### config.mk
export PLATFORM = sky130hd
export DESIGN_NAME = sid_write_sequencer
export DESIGN_NICKNAME = d
export VERILOG_FILES = /design/src/rtl/sid_pkg.sv /design/src/rtl/sid_cmd_fifo.sv /design/src/rtl/sid_write_sequencer.sv
export SDC_FILE = /design/constraint.sdc
export NUM_CORES = 1
export LEC_CHECK = 0
export ABC_AREA = 1
export CORE_ASPECT_RATIO = 1.4
export CORE_MARGIN = 3
export CORE_UTILIZATION = 60
export CTS_CLUSTER_DIAMETER = 50
export DETAILED_ROUTE_END_ITERATION = 10
export HOLD_SLACK_MARGIN = 0.08
export PLACE_DENSITY = 0.8
export SLEW_MARGIN = 10
export SYNTH_ARGS = -nofsm -noshare
export SYNTH_HDL_FRONTEND = slang
export SYNTH_SLANG_ARGS = --single-unit
### constraint.sdc
create_clock -name clk -period 3.73 [get_ports clk]
set_input_delay 0.746 -clock clk [delete_from_list [all_inputs] [get_ports clk]]
set_output_delay 0.746 -clock clk [all_outputs]
set_load 0.01 [all_outputs]
### src/rtl/sid_pkg.sv
// Shared definitions for the SID write sequencer: register map constants,
// sequencer state encoding and the command entry layout.
package sid_pkg;

  // SID register map anchors
  localparam logic [4:0] VOICE1_BASE = 5'h00;
  localparam logic [4:0] VOICE2_BASE = 5'h07;
  localparam logic [4:0] VOICE3_BASE = 5'h0E;
  localparam logic [4:0] FILTER_BASE = 5'h15;
  localparam logic [4:0] REG_VOLUME  = 5'h18;

  // Sequencer states
  typedef enum logic {
    ST_IDLE = 1'b0,
    ST_WAIT = 1'b1
  } state_t;

  // One queued command: register write or tick wait
  typedef struct packed {
    logic        is_wait;
    logic [4:0]  addr;
    logic [15:0] data;
  } cmd_t;

  localparam int CMD_W = $bits(cmd_t);

endpackage

### src/rtl/sid_cmd_fifo.sv
// Synchronous command FIFO with flush and occupancy output.
// Pointers carry one extra wrap bit so full and empty are distinguishable.
module sid_cmd_fifo #(
  parameter int DEPTH = 8,
  parameter int WIDTH = 22
) (
  input  logic                       clk,
  input  logic                       reset,
  input  logic                       flush,
  input  logic                       push,
  input  logic [WIDTH-1:0]           wdata,
  input  logic                       pop,
  output logic [WIDTH-1:0]           rdata,
  output logic                       full,
  output logic                       empty,
  output logic [$clog2(DEPTH+1)-1:0] level
);

  localparam int AW = $clog2(DEPTH);
  localparam int LW = $clog2(DEPTH+1);
  localparam logic [AW:0] FULL_CNT = (AW+1)'(DEPTH);

  logic [WIDTH-1:0] mem_q [DEPTH];
  logic [AW:0]      wr_ptr_q, wr_ptr_d;
  logic [AW:0]      rd_ptr_q, rd_ptr_d;
  logic [AW:0]      count;
  logic             do_push, do_pop;

  assign count   = wr_ptr_q - rd_ptr_q;
  assign full    = (count == FULL_CNT);
  assign empty   = (wr_ptr_q == rd_ptr_q);
  assign level   = LW'(count);
  assign rdata   = mem_q[rd_ptr_q[AW-1:0]];
  assign do_push = push && !full && !flush;
  assign do_pop  = pop && !empty && !flush;

  // Pointer update; flush empties the queue and wins over push/pop
  always_comb begin
    wr_ptr_d = wr_ptr_q + (AW+1)'(do_push);
    rd_ptr_d = rd_ptr_q + (AW+1)'(do_pop);
    if (flush) begin
      wr_ptr_d = '0;
      rd_ptr_d = '0;
    end
  end

  // Pointer registers
  always_ff @(posedge clk or posedge reset) begin
    if (reset) begin
      wr_ptr_q <= '0;
      rd_ptr_q <= '0;
    end else begin
      wr_ptr_q <= wr_ptr_d;
      rd_ptr_q <= rd_ptr_d;
    end
  end

  // Storage array; contents need no reset since pointers gate visibility
  always_ff @(posedge clk) begin
    if (do_push) mem_q[wr_ptr_q[AW-1:0]] <= wdata;
  end

endmodule

### src/rtl/sid_write_sequencer.sv
// SID write sequencer: drains queued register writes onto the SID bus at
// up to one per clock, with tick-counted waits and a flush-to-mute path.
module sid_write_sequencer
  import sid_pkg::*;
#(
  parameter int FIFO_DEPTH = 8
) (
  input  logic                            clk,
  input  logic                            reset,
  input  logic                            tick,
  input  logic                            cmd_valid,
  output logic                            cmd_ready,
  input  logic                            cmd_wait,
  input  logic [4:0]                      cmd_addr,
  input  logic [15:0]                     cmd_data,
  input  logic                            flush,
  output logic [4:0]                      sid_a,
  output logic [7:0]                      sid_di,
  output logic                            sid_we,
  output logic                            sid_cs,
  output logic                            busy,
  output logic [$clog2(FIFO_DEPTH+1)-1:0] level
);

  state_t          state_q, state_d;
  logic [15:0]     count_q, count_d;
  logic            we_q, we_d;
  logic [4:0]      a_q, a_d;
  logic [7:0]      di_q, di_d;

  cmd_t            push_entry;
  cmd_t            head;
  logic [CMD_W-1:0] head_bits;
  logic            fifo_full, fifo_empty;
  logic            push, pop;

  assign push_entry = {cmd_wait, cmd_addr, cmd_data};
  assign head       = head_bits;
  assign cmd_ready  = !fifo_full && !flush;
  assign push       = cmd_valid && cmd_ready;
  assign pop        = (state_q == ST_IDLE) && !fifo_empty && !flush;

  sid_cmd_fifo #(
    .DEPTH (FIFO_DEPTH),
    .WIDTH (CMD_W)
  ) u_fifo (
    .clk   (clk),
    .reset (reset),
    .flush (flush),
    .push  (push),
    .wdata (push_entry),
    .pop   (pop),
    .rdata (head_bits),
    .full  (fifo_full),
    .empty (fifo_empty),
    .level (level)
  );

  // Next state, wait counter and bus values; flush overrides everything
  always_comb begin
    state_d = state_q;
    count_d = count_q;
    we_d    = 1'b0;
    a_d     = a_q;
    di_d    = di_q;
    if (flush) begin
      state_d = ST_IDLE;
      count_d = '0;
      we_d    = 1'b1;
      a_d     = REG_VOLUME;
      di_d    = 8'h00;
    end else begin
      case (state_q)
        ST_IDLE: begin
          if (pop) begin
            if (!head.is_wait) begin
              we_d = 1'b1;
              a_d  = head.addr;
              di_d = head.data[7:0];
            end else if (head.data != 16'd0) begin
              count_d = head.data;
              state_d = ST_WAIT;
            end
          end
        end
        ST_WAIT: begin
          if (tick) begin
            count_d = count_q - 16'd1;
            if (count_q == 16'd1) state_d = ST_IDLE;
          end
        end
        default: state_d = ST_IDLE;
      endcase
    end
  end

  // State, counter and SID bus registers
  always_ff @(posedge clk or posedge reset) begin
    if (reset) begin
      state_q <= ST_IDLE;
      count_q <= '0;
      we_q    <= 1'b0;
      a_q     <= '0;
      di_q    <= '0;
    end else begin
      state_q <= state_d;
      count_q <= count_d;
      we_q    <= we_d;
      a_q     <= a_d;
      di_q    <= di_d;
    end
  end

  assign sid_we = we_q;
  assign sid_cs = we_q;
  assign sid_a  = a_q;
  assign sid_di = di_q;
  assign busy   = (level != '0) || (state_q == ST_WAIT);

endmodule

# Word level (Yosys, flattened, before mapping)
# Memory sizes are Yosys's and may differ from the RTL's.
# Cells that the tools add are included.
[word_totals]
regBits = 39
ramBits = 176
in_bits = 27
output_inout_bits = 21
elab_cells = 68
mem_count = 1
[mem_list]
columns = ["memory", "words", "word_bits", "rd", "rd_clocked_by_memory_dff", "write_ports", "line_no", "text"]
rows = [
  ["u_fifo.mem_q", 8, 22, 1, 0, 1, "sid_cmd_fifo.sv:23", "logic [WIDTH-1:0] mem_q [DEPTH];"],
]
[classes]
addsub = 4
n_eq_ne = 9
n_mux = 29
bitwise_logic = 1
reduce_logical = 17
[op_table]
columns = ["cell", "n"]
rows = [
  ["16-bit 2-to-1 mux", 5],
  ["8-bit 2-to-1 mux", 4],
  ["16-bit one-hot mux with 2 select lines", 1],
  ["5-bit 2-to-1 mux", 4],
  ["16-bit by 1-bit equality test with 1-bit output (second input constant)", 1],
  ["16-bit nonzero test", 1],
  ["16-bit by 1-bit subtractor with 16-bit output (second input constant)", 1],
  ["1-bit 2-to-1 mux", 12],
  ["4-bit by 1-bit adder with 4-bit output", 2],
  ["1-bit logical AND", 8],
  ["4-bit 2-to-1 mux", 2],
  ["3-bit by 2-bit != test with 1-bit output (second input constant)", 2],
  ["3-bit != test (second input constant)", 2],
  ["4-bit equality test", 1],
  ["4-bit equality test (second input constant)", 1],
  ["2-bit != test (second input constant)", 2],
  ["4-bit AND reduction", 1],
  ["4-bit nonzero test", 1],
  ["4-bit subtractor", 1],
  ["1-bit logical NOT", 3],
  ["3-bit AND reduction", 1],
  ["1-bit one-hot mux with 2 select lines", 1],
  ["2-bit nonzero test", 1],
  ["1-bit logical OR", 1],
  ["1-bit inverter", 1],
]

# Depth between registers and ports, before layout
# Gate-level depths: netlist (run 1).
[logic_depth]
ltp_word = 9
depth_mapped = 17
depth_no_buf = 14

# By module
# Synthesis (run 1) repeated with hierarchy kept, for this count alone.
[unflattened]
hier_cells = 856
area_unflattened_um2 = 9323.9
[modules_own_cells]
columns = ["module", "instances", "cells_per_inst", "area_per_inst_um2", "seq_area_each_um2"]
rows = [
  ["sid_cmd_fifo", 1, 586, 7417.1, 5485.3],
  ["sid_write_sequencer", 1, 270, 1906.8, 775.7],
]

# Worst setup path before layout (run 1)
# OpenSTA, ideal clock, no wires.
[synth_path]
path_type = "register -> register"
startpoint = "register u_fifo.rd_ptr_q[1]"
endpoint = "memory u_fifo.mem_q[0][0] (enable)"
setup_ns = 0.401
arrival_ns = 3.002
required_ns = 3.329
setup_slack_ns = 0.327
stages_incl_launch_ff = 14
path_buffers = 3
period_less_slack_ns = 3.403
path_cell_list = "dfrtp_1 buf_4 inv_2 buf_4 clkbuf_1 ha_1 nand2_1 o21ai_0 xnor2_1 nand2_1 nand2_1 nor2_1 nand2_1 nor2_1"
[synth_via]
elab_chain_cells = 9
[synth_rtl]
columns = ["item", "line_no", "text"]
rows = [
  ["start: declaration", "sid_cmd_fifo.sv:25", "logic [AW:0] rd_ptr_q, rd_ptr_d;"],
  ["start signal: assignment", "sid_cmd_fifo.sv:54", "rd_ptr_q <= rd_ptr_d;"],
  ["4-bit subtractor (*)", "sid_cmd_fifo.sv:29", "assign count = wr_ptr_q - rd_ptr_q;"],
  ["via level[3]", "sid_write_sequencer.sv:22", "output logic [$clog2(FIFO_DEPTH+1)-1:0] level"],
  ["4-bit equality test (*)", "sid_cmd_fifo.sv:30", "assign full = (count == FULL_CNT);"],
  ["1-bit logical NOT (*)", "sid_cmd_fifo.sv:34, sid_write_sequencer.sv:39", ""],
  ["1-bit logical AND", "sid_write_sequencer.sv:39", "assign cmd_ready = !fifo_full && !flush;"],
  ["1-bit logical AND", "sid_write_sequencer.sv:40", "assign push = cmd_valid && cmd_ready;"],
  ["1-bit logical AND (*) (2 in a row)", "sid_cmd_fifo.sv:34", "assign do_push = push && !full && !flush;"],
  ["1-bit 2-to-1 mux (*)", "sid_cmd_fifo.sv:60", "if (do_push) mem_q[wr_ptr_q[AW-1:0]] <= wdata;"],
  ["1-bit 2-to-1 mux (not written as such) (*)", "sid_cmd_fifo.sv:60", ""],
  ["end: declaration", "sid_cmd_fifo.sv:23", ""],
]
# Mark *: on every way through the listed nets, which the timed path passes. The rest lies on a longest branch.

# Final worst setup path (run 1)
[layout_path]
startpoint = "register u_fifo.wr_ptr_q[0]"
endpoint = "output port cmd_ready"
[layout_via]
elab_chain_cells = 4
[layout_rtl]
columns = ["item", "line_no", "text"]
rows = [
  ["start: declaration", "sid_cmd_fifo.sv:24", "logic [AW:0] wr_ptr_q, wr_ptr_d;"],
  ["start signal: assignment", "sid_cmd_fifo.sv:53", "wr_ptr_q <= wr_ptr_d;"],
  ["4-bit subtractor", "sid_cmd_fifo.sv:29", ""],
  ["4-bit equality test", "sid_cmd_fifo.sv:30", ""],
  ["1-bit logical NOT", "sid_write_sequencer.sv:39", ""],
  ["1-bit logical AND", "sid_write_sequencer.sv:39", ""],
  ["end: declaration", "sid_write_sequencer.sv:12", "output logic cmd_ready,"],
]
# Every way passes these cells.

==> metrics.txt, run 1 <==
post-CTS setup buffers 0; top cells by count, synth 281 x nand2_1, 176 x edfxtp_1, 116 x inv_1; Num CTS Buffers 21; pin count of the biggest net entering global routing 67; core area 0.0156 mm2; CP required 2980 ps; GR met1 Demand/Resource 0.296; fin worst setup slack 317 ps; worst rel slew slack 0.517; DR DRC count 0; clk_skew 16.6 ps; initial antenna violation count 0; dpl ws 687 ps; Synth cell types 33; DR WL/cell 17.6 um; Vias/cell 5.64; Worst Setup Start Kind flop; gr usage total 0.239; share of layout cells above drive strength 1 0.0745; post-route cell area 0.0109 mm2; Worst Setup Path Type flop to primary output; Starting Density 0.615; Most used DFF post-synth edfxtp_1; number of synthesized register bits 215; Peak VDD IR 0.496 mV; # nets final 1030; clock root cell clkbuf_16; Clock transition at path regs 70 ps; CP Buf/Inv Count 4; Area after DPL 0.0103 mm2; worst min-delay path category flop to flop; period utilisation layout 0.915; Die X 113 um; io pins 48; fraction of registers with async set/reset 0.181; netlist area before placement 0.00960 mm2; slowest CP cell fa_1; drt pass-1 iters 6; standard-cell rows 54; Pwr Density 607 mW/mm2; initial DRC count 585; TritonCTS clock tree yes; Post-synth EDFFs 176; Routed WL 21.2 mm; layer with the highest usage met2; full die area 0.0176 mm2; most used cell, CP inv_1; Yosys top cell area share 0.551; Max stage delay on crit path 550 ps; first-pass GRT wire length 33.2 mm; Leak Pwr 4.62 nW; delay-heaviest family, CP adder cells; CP Cell Sequence inv_1, ha_1, fa_1, inv_1, nor3_1, nand2_1, nand2_1, inv_1, clkdlybuf4s50_1; clock period minus worst slack 3410 ps; max cap viols 0; GP Congestion 0.915; met3 GRT Util 0.0415; Slew Limit Fails 0; H-tree Lvls 1; Least-Margin Pin Slew 725 ps; IO Port Bufs 47; setup TNS 0 ps; Critical Path End Type primary output; post_cts resized 0; clock sinks 215; RSZ-0062 raised after global routing no; syn_nets 976; Seq/Total Area, Yosys 0.652; count of final setup violators 0; highest clock rate 293 MHz; Antenna diodes 0; global route overflow 0; outcome complete, no violations; Post-Layout Cell Count 1203; critical path peak fanout 3; CTS Buffer Depth 3; area delta synth->final 14.0%; final hold vios 0; clock latency on the worst-skew pair 490 ps; dominant cells by area after synthesis edfxtp_1 55%, nand2_1 11%, dfrtp_1 10%; number of synthesis warnings 0; post-synthesis average cell area 10.2 um2; top-count cell post-synth nand2_1; dpl hpwl 12.6 mm; leading area contributor after synthesis edfxtp_1; met2 Use GR 0.408; vias 6787; vias in the first global route 6681; Mapped Cells 939; CP Data Arrival Time 2670 ps; final antenna-violating net count 0; Die Ht 156 um; hold_buf cts 0; placed instance count 1166
-- final cells by class --
type,count,area (um2)
fillers,1089,4660
repair buffers,73,666
flip-flops and latches,215,6260
inverters,119,452
well taps,196,245
clock buffers,24,537
clock inverters,13,149
multi-input cells,563,2640
-- power by group --
| group | internal, mW | total [mW] | switching (mW) |
|---|---|---|---|
| combinational | 0.581 | 1.63 | 1.05 |
| sequential | 2.76 | 2.90 | 0.137 |
| clock | 1.25 | 2.11 | 0.865 |
| total | 4.59 | 6.64 | 2.05 |
-- layer usage --
metal  part of all wire  wire [um]
met1               0.39       8180
met2               0.50      10600
met3              0.073       1540
met4              0.039        828
met5                  0          0
-- metrics by stage --
stage,hold slack [ps],total power [mW],util
finish,482,6.64,0.701
global route,502,6.98,0.701
CTS,487,6.67,0.701
detailed placement,471,4.55,0.657
global placement,462,4.51,0.657
floorplan,442,4.09,-
-- cells in the final DEF, fill, tap and decap left out, types with 2 or more instances in the layout --
| cell | instances |
|---|---|
| clkbuf_1 | 3 |
| nand4_1 | 19 |
| nand2_1 | 281 |
| inv_1 | 116 |
| dfrtp_1 | 38 |
| clkinv_2 | 5 |
| ha_1 | 9 |
| nand3_1 | 81 |
| buf_4 | 26 |
| nor2_1 | 57 |
| clkinv_1 | 2 |
| nor4_1 | 2 |
| a21oi_1 | 11 |
| nor2_2 | 9 |
| clkbuf_16 | 21 |
| edfxtp_1 | 176 |
| xnor2_1 | 5 |
| xor2_1 | 9 |
| inv_6 | 3 |
| a21o_1 | 3 |
| clkdlybuf4s50_1 | 47 |
| o21ai_0 | 41 |
| nand2_2 | 3 |
| bufinv_16 | 3 |
| nor3_1 | 2 |
| o22ai_1 | 23 |
-- worst min-delay path: cells and delay by family (launching register included) --
| kind | cells | cell delay, ps |
|---|---|---|
| and+or+nand+nor | 2 | 110 |
| DFF | 1 | 350 |
-- final timing paths --
check | start | endpoint | slack (ps) | depth (start not counted)
hold reg to reg | count_q[1] | count_q[1] | 480 | 2
setup reg to reg | u_fifo.rd_ptr_q[0] | count_q[8] | 680 | 15
setup / recovery | u_fifo.wr_ptr_q[0] | cmd_ready | 320 | 9
hold / removal | count_q[1] | count_q[1] | 480 | 2
max in group asynchronous | reset | u_fifo.rd_ptr_q[0] | 2450 | 3
min in group asynchronous | reset | sid_a[0] | 530 | 2
-- registers in the layout, indices dropped and copies added (netlist names) --
name and count:
sid_cs 1, sid_di 8, u_fifo.mem_q 176, u_fifo.rd_ptr_q 4
u_fifo.wr_ptr_q 4, count_q 16, sid_a 5, state_q 1
-- cell families (layout without fill, tap and decap cells) --
group | Yosys count | after routing | synth area share
AND/OR/NAND/NOR | 456 | 456 | 0.197
flip-flops | 215 | 215 | 0.652
buffers and inverters | 161 | 229 | 0.0753
AO/OA/AOI/OAI | 83 | 83 | 0.0485
XOR/XNOR | 14 | 14 | 0.0128
adder cells (fa/ha/maj) | 10 | 10 | 0.0138
(Power assumes the default switching activity.)
==> inputs of run 2 (changes only) <==
--- a/config.mk
+++ b/config.mk
@@ -8,11 +8,10 @@
 export ABC_AREA = 1
 export CORE_ASPECT_RATIO = 1.4
 export CORE_MARGIN = 3
-export CORE_UTILIZATION = 60
+export CORE_UTILIZATION = 35
 export CTS_CLUSTER_DIAMETER = 50
 export DETAILED_ROUTE_END_ITERATION = 10
 export HOLD_SLACK_MARGIN = 0.08
-export PLACE_DENSITY = 0.8
 export SLEW_MARGIN = 10
 export SYNTH_ARGS = -nofsm -noshare
 export SYNTH_HDL_FRONTEND = slang
==> run 2 against run 1 <==
Sequential share of layout area decreased by 1.0 points; routed wire length increased by 3.9%; final area increased by 1.8%; core utilization decreased by 29 points; critical path depth decreased by 1; sequential power about the same; via count decreased by 4.4%; die area increased by 68%; non-clock buffer count decreased by 4; hold slack got worse by 1.8 ps; clock power about the same; worst setup slack improved by 29 ps; largest power group unchanged.
==> metrics.txt, run 2 (synthesis results as in run 1) <==
Critical Path End Type primary output; period utilisation layout 0.907 (-0.00791); pin count of the biggest net entering global routing 56 (-16%); first-pass GRT wire length 35.1 mm (+5.8%); WHS 480 ps (-1.80 ps); share of layout cells above drive strength 1 0.0659 (-0.00861); leading cell type in the layout, fill and taps excluded nand2_1; Max stage delay on crit path 540 ps (about the same); worst-case reg-to-reg path depth 10 (-5); Peak VDD IR 0.236 mV (-52%); RSZ-0062 raised after global routing no; worst min-delay path category flop to flop; full die area 0.0295 mm2 (+68%); post-route cell area 0.0111 mm2 (+1.8%); RR Endpoint u_fifo.mem_q[0][4]; Antenna diodes 0 (unchanged); CP required 2980 ps (about the same); Leak Pwr 4.60 nW (-0.46%); Pwr Density 598 mW/mm2 (-1.5%); Critical path origin u_fifo.rd_ptr_q[0]; final core occ 0.414 (-0.287); Vias/cell 4.75 (-16%); IO Port Bufs 47 (unchanged); CP Cell Sequence ha_1, fa_1, inv_1, nor3_1, nand2_1, nand2_1, inv_1, clkdlybuf4s50_1; multi-input logic area 0.00264 mm2 (unchanged); count of final setup violators 0 (unchanged); setup TNS 0 ps (unchanged); critical path peak fanout 3 (unchanged); initial DRC count 525 (-10%); CTS Buffer Depth 3 (unchanged); clk_skew 19.2 ps (+2.61 ps); post_cts resized 0 (unchanged); vias 6490 (-4.4%); slowest CP cell fa_1; final hold vios 0 (unchanged); H-tree Lvls 1 (unchanged); Die X 146 um (+29%); # nets final 1026 (-0.39%); reg-to-reg setup timing slack 790 ps (+110 ps); drt pass-1 iters 5 (-1); hold_buf cts 0 (unchanged); Area after DPL 0.0105 mm2 (+2.0%); gr usage total 0.148 (-0.0905); outcome complete, no violations; register area 0.00626 mm2 (unchanged); initial antenna violation count 1 (+1); Least-Margin Pin Slew 638 ps (-86.5 ps); DR WL/cell 16.1 um (-8.5%); global route overflow 0 (unchanged); clock latency on the worst-skew pair 490 ps (about the same); standard-cell rows 71 (+31%); dpl hpwl 13.2 mm (+4.0%); vias in the first global route 6372 (-4.6%); leading cell types in the layout, fill and taps excluded 281 x nand2_1, 176 x edfxtp_1, 116 x inv_1; clock sinks 215 (unchanged); Reg-to-Reg Start u_fifo.rd_ptr_q[0]; end of the critical path cmd_ready; core area 0.0269 mm2 (+72%); Worst Setup Path Type flop to primary output; Routed WL 22.0 mm (+3.9%); DR DRC count 0 (unchanged); Num CTS Buffers 21 (unchanged); area delta synth->final 16.1%; Die Ht 202 um (+30%); GP Congestion 0.826 (-9.7%); clock period minus worst slack 3380 ps (-29.5 ps); TritonCTS clock tree yes; io pins 48 (unchanged); Worst Setup Start Kind flop; Clock transition at path regs 70 ps (about the same); Starting Density 0.357 (-0.258); final antenna-violating net count 0 (unchanged); # fillers 2545 (+130%); max cap viols 0 (unchanged); max reg flops 176 (unchanged); post-CTS setup buffers 0 (unchanged); highest clock rate 296 MHz (+0.87%); clock root cell clkbuf_16; worst rel slew slack 0.573 (+0.0567); CP Data Arrival Time 2640 ps (-30 ps); Slew Limit Fails 0 (unchanged)
==> run 2: cell types whose count changed in the layout (fill, tap and decap cells not counted), sizes merged <==
| cell | change |
|---|---|
| clkinv | -1 |
| buf | -4 |
| clkinvlp | -2 |
| clkbuf | +2 |
==> run 2: worst max-delay path, delay by kind of cell, from the launching register on <==
family	cells	cell delay, ps
flip-flops	1	410
AND/OR/NAND/NOR	3	390
adder cells (fa/ha/maj)	2	770
buffers and inverters	3	560
==> run 2: metrics by stage <==
step	cells	total power, mW	setup slack (ps)
2_1_floorplan	939	4.09	327
3_3_place_gp	1331	4.59	846
3_5_place_dp	1331	4.60	794
4_1_cts	1367	6.72	309
5_1_grt	1367	7.02	155
6_report	1367	6.66	346
==> run 2: area by class of cell <==
| type | count | area share |
|---|---|---|
| Sequential cell | 215 | 0.562 |
| Multi-Input combinational cell | 563 | 0.237 |
| Timing Repair Buffer | 69 | 0.0593 |
| Inverter | 119 | 0.0405 |
| Clock inverter | 10 | 0.0118 |
| Clock buffer | 26 | 0.0488 |
| Tap cell | 365 | 0.0410 |
==> run 2: how the worst min path moves through the flow <==
stage                    start  slack [ps]  cells past startpoint         end
detailed placement    sid_a[1]         470                      1    sid_a[1]
global placement    count_q[1]         460                      2  count_q[1]
floorplan           count_q[1]         440                      2  count_q[1]
finish                sid_a[1]         480                      1    sid_a[1]
CTS                   sid_a[1]         480                      1    sid_a[1]
global route          sid_a[1]         510                      1    sid_a[1]
==> run 2: routing by layer <==
metal,track usage,vias up,part of all wire,routed length (um)
met5,0,-,0.00059,13
met4,0.0383,2,0.020,432
met3,0.0249,31,0.054,1190
met2,0.275,159,0.52,11500
met1,0.178,3088,0.40,8890
li1,-,3210,-,-
==> run 2: report_power, final <==
| part | switching [mW] | leakage [nW] | internal, mW |
|---|---|---|---|
| sequential | 0.140 | 2.10 | 2.76 |
| combinational | 1.06 | 2.16 | 0.595 |
| clock | 0.856 | 0.330 | 1.25 |
| total | 2.05 | 4.60 | 4.61 |
==> inputs of run 3 (changes only) <==
--- a/config.mk
+++ b/config.mk
@@ -6,12 +6,14 @@
 export NUM_CORES = 1
 export LEC_CHECK = 0
 export ABC_AREA = 1
+export CAP_MARGIN = 30
 export CORE_ASPECT_RATIO = 1.4
 export CORE_MARGIN = 3
 export CORE_UTILIZATION = 35
 export CTS_CLUSTER_DIAMETER = 50
 export DETAILED_ROUTE_END_ITERATION = 10
 export HOLD_SLACK_MARGIN = 0.08
+export MAX_ROUTING_LAYER = met4
 export SLEW_MARGIN = 10
 export SYNTH_ARGS = -nofsm -noshare
 export SYNTH_HDL_FRONTEND = slang
==> run 3 against run 2 <==
Core utilization barely moved; global-route usage rose by 0.44 points; routed wire length fell by 0.14%; maximum frequency barely moved; count of clock-buffer cells in the layout did not move; register-to-register slack barely moved; largest power group unchanged.
==> metrics.txt, run 3 (synthesis results as in run 1) <==
H-tree Lvls 1 (unchanged); HP Start sid_a[1]; CTS Buffer Depth 3 (unchanged); Die X 146 um (unchanged); Vias/cell 4.75 (about the same); share of layout cells above drive strength 1 0.0659 (unchanged); DR WL/cell 16.1 um (-0.21%); CP Buf/Inv Count 3 (unchanged); gr usage total 0.153 (+0.00439); standard-cell rows 71 (unchanged); RR Endpoint u_fifo.mem_q[0][4]; hold_buf cts 0 (unchanged); final core occ 0.414 (about the same); clock sinks 215 (unchanged); CP Cell Sequence ha_1, fa_1, inv_1, nor3_1, nand2_1, nand2_1, inv_1, clkdlybuf4s50_1; outcome complete, no violations; Post-Layout Cell Count 1368 (+0.073%); RSZ-0062 raised after global routing no; leading cell type in the layout, fill and taps excluded nand2_1; fin worst setup slack 343 ps (-2.85 ps); Critical path origin u_fifo.rd_ptr_q[0]; final hold vios 0 (unchanged); max cap viols 0 (unchanged); pin count of the biggest net entering global routing 56 (unchanged); max reg flops 176 (unchanged); WP depth 8 (unchanged); final antenna-violating net count 0 (unchanged); TritonCTS clock tree yes; Num CTS Buffers 21 (unchanged); post_cts resized 0 (unchanged); clock period minus worst slack 3390 ps (+2.85 ps); Area after DPL 0.0105 mm2 (unchanged); clk_skew 19.0 ps (-0.131 ps); Leak Pwr 4.60 nW (about the same); global route overflow 0 (unchanged); full die area 0.0295 mm2 (unchanged); vias 6499 (+0.14%); end of the critical path cmd_ready; worst-case reg-to-reg path depth 10 (unchanged); clock root cell clkbuf_16; reg-to-reg setup timing slack 800 ps (about the same); dpl hpwl 13.2 mm (unchanged); DR DRC count 0 (unchanged); Peak VDD IR 0.237 mV (+0.52%); vias in the first global route 6372 (unchanged); critical path peak fanout 3 (unchanged); initial antenna violation count 1 (unchanged); WHS 480 ps (-0.0290 ps); placed instance count 1331 (unchanged); core area 0.0269 mm2 (unchanged); initial DRC count 520 (-0.95%); drt pass-1 iters 5 (unchanged); highest clock rate 295 MHz (about the same); period utilisation layout 0.908 (about the same); Worst Setup Path Type flop to primary output; Clock transition at path regs 70 ps (about the same); dpl ws 794 ps (unchanged); Worst Setup Start Kind flop; Tot Pwr 6.66 mW (about the same); io pins 48 (unchanged); delay-heaviest family, CP adder cells; clock latency on the worst-skew pair 490 ps (about the same); IO Port Bufs 47 (unchanged); GP Congestion 0.839 (+1.5%); Routed WL 22.0 mm (-0.14%); area delta synth->final 16.1% (about the same); worst rel slew slack 0.565 (-0.00836); Slew Limit Fails 0 (unchanged); Critical Path End Type primary output; Die Ht 202 um (unchanged); count of final setup violators 0 (unchanged); post-route cell area 0.0111 mm2 (about the same); Starting Density 0.357 (unchanged); post-CTS setup buffers 0 (unchanged); Pwr Density 598 mW/mm2 (about the same); setup TNS 0 ps (unchanged); Least-Margin Pin Slew 651 ps (+12.5 ps); CP required 2980 ps (about the same); CP Data Arrival Time 2640 ps (about the same); slowest CP cell fa_1; Max stage delay on crit path 540 ps (about the same); Reg-to-Reg Start u_fifo.rd_ptr_q[0]; # nets final 1026 (unchanged); first-pass GRT wire length 35.1 mm (unchanged); leading cell types in the layout, fill and taps excluded 281 x nand2_1, 176 x edfxtp_1, 116 x inv_1; worst min-delay path category flop to flop
[run 3: cell types whose count changed in the layout (fill, tap and decap cells not counted)]
cell,delta
diode_2,+1
[run 3: worst min-delay path by stage]
stage,slack [ps],cells after the start,endpoint
floorplan,440,2,count_q[1]
global placement,460,2,count_q[1]
detailed placement,470,1,sid_a[1]
CTS,480,1,sid_a[1]
global route,510,1,sid_a[1]
finish,480,1,sid_a[1]
[run 3: final cells by class]
class | instances | area [um2]
antenna | 1 | 2.50
fill | 2544 | 15800
clock inverter | 10 | 131
clock buffer | 26 | 544
timing repair buffer | 69 | 661
sequential | 215 | 6260
inverter | 119 | 452
tap | 365 | 457
multi-input combinational | 563 | 2640
[run 3: report_power, final]
part | switching (mW) | internal [mW]
logic | 1.05 | 0.595
registers | 0.141 | 2.76
clock network | 0.859 | 1.25
total | 2.05 | 4.61
[run 3: per-layer routing]
layer / part of all wire / track usage
met4: 0.020 / 0.0383
met1: 0.41 / 0.179
met5: 0 / -
met2: 0.52 / 0.275
met3: 0.056 / 0.0231
